--- src/rtl/risc_toy_pkg.sv ---
// ----------------------------------------------------------------------------
// risc_toy_pkg
// Shared definitions for the RISC-TOY pipeline back end.
//   mauState_e : state encoding of the MEM-stage access unit
//   DATA_W     : native datapath width
//   REG_ADDR_W : register-file address width
//   memWb_t    : MEM/WB bundle as consumed by the writeback stage
// ----------------------------------------------------------------------------
package risc_toy_pkg;

  localparam int DATA_W     = 32;
  localparam int REG_ADDR_W = 5;

  typedef enum logic [0:0] {
    MAU_IDLE   = 1'b0,
    MAU_ACCESS = 1'b1
  } mauState_e;

  typedef struct packed {
    logic                  valid;
    logic                  regWrite;
    logic                  memtoReg;
    logic [REG_ADDR_W-1:0] writeAddr;
    logic [DATA_W-1:0]     result;
    logic [DATA_W-1:0]     loadData;
    logic [31:0]           pc;
  } memWb_t;

endpackage

--- src/rtl/mem_access_unit.sv ---
// ----------------------------------------------------------------------------
// mem_access_unit
// MEM-stage data-memory access unit. Takes the EX/MEM register outputs, runs
// loads/stores against a variable-latency memory over a REQ/ACK handshake,
// stalls upstream until the access finishes (or times out) and drives the
// registered MEM/WB bundle.
//
// Ports
//   CLK, RST                 clock (rising edge), async active-high reset
//   MemRead_in, MemWrite_in  memory-op control from EX/MEM
//   RegWrite_in, MemtoReg_in writeback control from EX/MEM
//   Write_Addr_in            destination register
//   Result_in                ALU result, also the memory byte address
//   Store_data_in            store data
//   PC_in                    PC+4 of the instruction
//   Stall                    holds EX/MEM and all earlier stages
//   DMEM_REQ/WE/ADDR/WDATA   registered memory request
//   DMEM_RDATA, DMEM_ACK     memory response
//   WB_*                     registered MEM/WB bundle
//   BUS_ERR                  sticky flag, set when an access times out
// ----------------------------------------------------------------------------
module mem_access_unit #(
  parameter int ADDR_W  = 32,
  parameter int DATA_W  = 32,
  parameter int TIMEOUT = 255
) (
  input  logic              CLK,
  input  logic              RST,
  input  logic              MemRead_in,
  input  logic              MemWrite_in,
  input  logic              RegWrite_in,
  input  logic              MemtoReg_in,
  input  logic [4:0]        Write_Addr_in,
  input  logic [DATA_W-1:0] Result_in,
  input  logic [DATA_W-1:0] Store_data_in,
  input  logic [31:0]       PC_in,
  output logic              Stall,
  output logic              DMEM_REQ,
  output logic              DMEM_WE,
  output logic [ADDR_W-1:0] DMEM_ADDR,
  output logic [DATA_W-1:0] DMEM_WDATA,
  input  logic [DATA_W-1:0] DMEM_RDATA,
  input  logic              DMEM_ACK,
  output logic              WB_Valid,
  output logic              WB_RegWrite,
  output logic              WB_MemtoReg,
  output logic [4:0]        WB_Write_Addr,
  output logic [DATA_W-1:0] WB_Result,
  output logic [DATA_W-1:0] WB_Load_data,
  output logic [31:0]       WB_PC,
  output logic              BUS_ERR
);

  import risc_toy_pkg::*;

  localparam int              CNT_W   = $clog2(TIMEOUT + 1);
  localparam logic [CNT_W-1:0] TO_LAST = CNT_W'(TIMEOUT - 1);

  mauState_e        state;
  mauState_e        nextState;
  logic [CNT_W-1:0] waitCnt;
  logic             memOp;
  logic             ackDone;
  logic             toHit;
  logic             retire;

  // A read+write request is handled as a write, so WE comes from MemWrite_in.
  assign memOp = MemRead_in | MemWrite_in;

  // State register
  always_ff @(posedge CLK or posedge RST) begin
    if (RST) begin
      state <= MAU_IDLE;
    end else begin
      state <= nextState;
    end
  end

  // Next-state logic; an ACK on the last allowed cycle wins over the timeout.
  always_comb begin
    nextState = state;
    ackDone   = 1'b0;
    toHit     = 1'b0;
    case (state)
      MAU_IDLE: begin
        if (memOp) begin
          nextState = MAU_ACCESS;
        end
      end
      MAU_ACCESS: begin
        ackDone = DMEM_ACK;
        toHit   = ~DMEM_ACK && (waitCnt == TO_LAST);
        if (DMEM_ACK || toHit) begin
          nextState = MAU_IDLE;
        end
      end
      default: nextState = MAU_IDLE;
    endcase
  end

  // Output logic: stall and the "instruction leaves MEM this edge" strobe.
  always_comb begin
    Stall  = 1'b0;
    retire = 1'b0;
    case (state)
      MAU_IDLE: begin
        Stall  = memOp;
        retire = ~memOp;
      end
      MAU_ACCESS: begin
        Stall  = ~DMEM_ACK && ~toHit;
        retire = DMEM_ACK || toHit;
      end
      default: begin
        Stall  = 1'b0;
        retire = 1'b0;
      end
    endcase
  end

  // Wait counter: cleared on ACCESS entry, counts ACCESS cycles without ACK.
  always_ff @(posedge CLK or posedge RST) begin
    if (RST) begin
      waitCnt <= '0;
    end else if (state == MAU_IDLE && memOp) begin
      waitCnt <= '0;
    end else if (state == MAU_ACCESS && !DMEM_ACK) begin
      waitCnt <= waitCnt + 1'b1;
    end
  end

  // Memory request register; REQ follows the next state so it never glitches.
  always_ff @(posedge CLK or posedge RST) begin
    if (RST) begin
      DMEM_REQ   <= 1'b0;
      DMEM_WE    <= 1'b0;
      DMEM_ADDR  <= '0;
      DMEM_WDATA <= '0;
    end else begin
      DMEM_REQ <= (nextState == MAU_ACCESS);
      if (state == MAU_IDLE && memOp) begin
        DMEM_WE    <= MemWrite_in;
        DMEM_ADDR  <= Result_in[ADDR_W-1:0];
        DMEM_WDATA <= Store_data_in;
      end
    end
  end

  // MEM/WB stage boundary
  always_ff @(posedge CLK or posedge RST) begin
    if (RST) begin
      WB_Valid      <= 1'b0;
      WB_RegWrite   <= 1'b0;
      WB_MemtoReg   <= 1'b0;
      WB_Write_Addr <= '0;
      WB_Result     <= '0;
      WB_Load_data  <= '0;
      WB_PC         <= '0;
      BUS_ERR       <= 1'b0;
    end else begin
      if (toHit) begin
        BUS_ERR <= 1'b1;
      end
      if (retire) begin
        WB_Valid      <= 1'b1;
        // A timed-out access must not update the register file.
        WB_RegWrite   <= RegWrite_in & ~toHit;
        WB_MemtoReg   <= MemtoReg_in;
        WB_Write_Addr <= Write_Addr_in;
        WB_Result     <= Result_in;
        WB_PC         <= PC_in;
        if (ackDone && !DMEM_WE) begin
          WB_Load_data <= DMEM_RDATA;
        end
      end else begin
        WB_Valid    <= 1'b0;
        WB_RegWrite <= 1'b0;
      end
    end
  end

endmodule

--- config.mk ---
export PLATFORM = sky130hd
export DESIGN_NAME = mem_access_unit
export DESIGN_NICKNAME = d
export VERILOG_FILES = /design/src/rtl/risc_toy_pkg.sv /design/src/rtl/mem_access_unit.sv
export SDC_FILE = /design/constraint.sdc
export NUM_CORES = 1
export LEC_CHECK = 0
export ABC_AREA = 1
export CAP_MARGIN = 30
export CORE_AREA = 2 2 156 158
export CTS_BUF_LIST = sky130_fd_sc_hd__clkbuf_2
export DETAILED_ROUTE_END_ITERATION = 8
export DIE_AREA = 0 0 158 160
export PLACE_DENSITY = 0.69
export SYNTH_ARGS = -nofsm -noshare
export SYNTH_HDL_FRONTEND = slang
export SYNTH_SLANG_ARGS = --single-unit
export TNS_END_PERCENT = 50
--- constraint.sdc ---
create_clock -name CLK -period 9.24 [get_ports CLK]
set_input_delay 2.31 -clock CLK [delete_from_list [all_inputs] [get_ports CLK]]
set_output_delay 2.31 -clock CLK [all_outputs]
set_load 0.05 [all_outputs]
==> impl_results.md <==
- CTS tree: yes
- Crit Path Max Fanout: 73
- Average wire per standard cell: 15.1 µm
- Main synth FF type: dfrtp_1
- Slowest-stage cell, CP: clkdlybuf4s50_1
- GPL Wtd Cong: 0.752
- Place WS: 2000 ps
- Peak Freq: 139 MHz
- Final hold viol count: 0
- Total chip power: 3.71 mW
- Clock skew: 44.1 ps
- GRT overflow: 0
- Worst hold path type: flop to flop
- Synth top area share: 64.2%
- Post-CTS Hold Buffers: 0
- PD cells: 348 mW/mm²
- DRT Pass-1 Iters: 4
- Top post-synthesis cells by count: nand2_1 (348), dfrtp_1 (179), nand3_1 (75)
- Port Buffers: 311
- FF+latch count, synth: 179
- Initial antenna violation count: 1
- Async S/R FF share, synth: 100%
- Antenna viol nets, final: 0
- Syn_area_per_cell: 9.71 µm²
- Syn Inst Count: 719
- Syn Std Cell Area: 0.00698 mm²
- Cell with the most instances after synthesis: nand2_1
- Number of synthesized flops with an enable pin: 0
- Synth area leaders: dfrtp_1 (64%), nand2_1 (19%), nand3_1 (5.4%), mux2_2 (5.2%), buf_2 (1.1%)
- Outcome: complete, no violations
- Synth-to-Final Area Change: 52.8%
- Root buffer cell: clkbuf_2
- Layout fillers: 2305
- Post-synthesis sequential area ratio: 64.2%
- Final hold slack: 518 ps
- Yosys cell types: 21
- Num ports: 312
- Crit-path max cell delay: 790 ps
- CTS Sinks: 179
- Die H: 160 µm
- Period utilization: 78.1%
- Slew margin rel.: 43.3%
- Worst setup SP type: primary input
- Vias in the first global route: 5959
- Die area: 0.0253 mm²
- Worst-Margin Slew: 850 ps
- Tot GR Track Use: 16.1%
- Crit. End Element: primary output
- Reg clk slew, reported paths: 300 ps
- Ys Warns: 0
- Synthesized net count: 861
- Total Neg Setup Slack: 0 ps
- Layout cell share with drive strength beyond 1: 8.23%
- Worst endpoint required time: 6930 ps
- Max clock buf depth: 2
- Largest net degree at the start of global routing: 74
- Maximum vdd drop: 0.146 mV
- Horiz. Die Dim: 158 µm
- Net count, final: 1162
- Vias per inst: 4.38
- Minimum clock period: 7210 ps
- Initial Util: 29.3%
- Remaining DRCs: 0
- RSZ-0062 raised after global routing: false
- Post-CTS Resized: 0
- CP arrival: 4900 ps
- Row cnt: 57
- Crit-path cells: clkdlybuf4s50_1 > o21ai_4 > buf_4 > nand2_4 > buf_4 > nand2_4 > inv_2 > clkdlybuf4s50_1
- Via count: 5946
- Core area: 0.0238 mm²
- 1st-iter DRT viols: 306
- First-pass GRT wire length: 31.8 mm
- TritonCTS Buffers: 17
- CP Class: primary input to primary output
- Max-Cap Viols: 0
- H-tree depth: 4
- Clock Latency Late Sink: 760 ps
- Endpoints failing setup: 0
- LEAKAGE: 5.06 nW
- WL final: 20.5 mm
- Leading area contributor after synthesis: dfrtp_1
- Max Slew Vio Count: 0
- Post-route setup slack: 2030 ps
- Post-CTS setup buffer count: 0
- Dpl hpwl: 13.8 mm
layout make-up:
class                           count  area [µm²]  share of cell area [%]
Sequential cell                   179        4480                    42.0
Timing Repair Buffer              321        3210                    30.1
Multi-Input combinational cell    485        2240                    21.0
Tap cell                          324         405                    3.80
Clock inverter                     15         178                    1.67
Clock buffer                       17        85.1                   0.798
Inverter                           16        65.1                   0.610
Antenna cell                        1        2.50                  0.0235
registers in the layout, indices dropped and copies added, names as in the netlist:
register       cells
WB_MemtoReg        1
WB_Valid           1
BUS_ERR            1
WB_Load_data      32
WB_Write_Addr      5
DMEM_WE            1
WB_PC             32
WB_RegWrite        1
DMEM_ADDR         32
DMEM_WDATA        32
DMEM_REQ           1
WB_Result         32
waitCnt            8
per-layer routing:
| layer | track usage [%] | wire (µm) | up-vias |
|---|---|---|---|
| li1 | - | - | 2867 |
| met1 | 19.1 | 8430 | 2815 |
| met2 | 26.7 | 9640 | 243 |
| met3 | 6.62 | 2080 | 21 |
| met4 | 4.46 | 328 | 0 |
| met5 | 0 | 0 | - |
path summary, 6_finish.rpt:
check	start	endpoint	slack, ps	cells past startpoint
max reg2reg	DMEM_REQ	WB_Write_Addr[1]	6600	9
min reg2reg	DMEM_ADDR[21]	DMEM_ADDR[21]	520	2
min	DMEM_ADDR[21]	DMEM_ADDR[21]	520	2
max	MemWrite_in	Stall	2030	8
max in group asynchronous	RST	WB_Result[0]	6090	4
min in group asynchronous	RST	WB_Write_Addr[4]	1990	2
worst max-delay path: cells and delay by family:
| kind | cells | cell delay (ps) |
|---|---|---|
| buffers and inverters | 5 | 2310 |
| AOI/OAI and AO/OA | 1 | 70 |
| and+or+nand+nor | 2 | 170 |
report_power, final:
group          total, mW  switching [mW]  internal [mW]
combinational       2.08            1.40          0.675
sequential          1.21           0.151           1.05
clock              0.429           0.333         0.0954
kinds of logic after synthesis:
logic type / after synthesis / share of synthesized area [%]
AOI/OAI and AO/OA: 10 / 0.825
and+or+nand+nor: 441 / 25.6
adders and majority gates: 2 / 0.359
muxes: 32 / 5.16
buffers and inverters: 55 / 3.87
DFF: 179 / 64.2
placed cells by master (no fill, tap or decap), types with 2 or more instances in the layout:
master and n:
a21oi_1 3, buf_4 9, clkbuf_2 17, clkdlybuf4s50_1 311
clkinv_8 5, dfrtp_1 179, ha_1 2, inv_1 11
inv_2 4, inv_6 6, inv_8 2, mux2_2 32
nand2_1 348, nand2_4 2, nand3_1 75, nand4_1 2
nor2_1 12, o21ai_0 4
stage by stage:
| step | area, µm² | util (%) | instances |
|---|---|---|---|
| after CTS | 10700 | 44.7 | 1357 |
| after detailed placement | 10400 | 43.6 | 1325 |
| final | 10700 | 44.7 | 1358 |
| after floorplan | 6980 | - | 719 |
| after global routing | 10700 | 44.7 | 1358 |
| after global placement | 10400 | 43.5 | 1324 |
No activity file was read; power rests on OpenSTA's default activity.
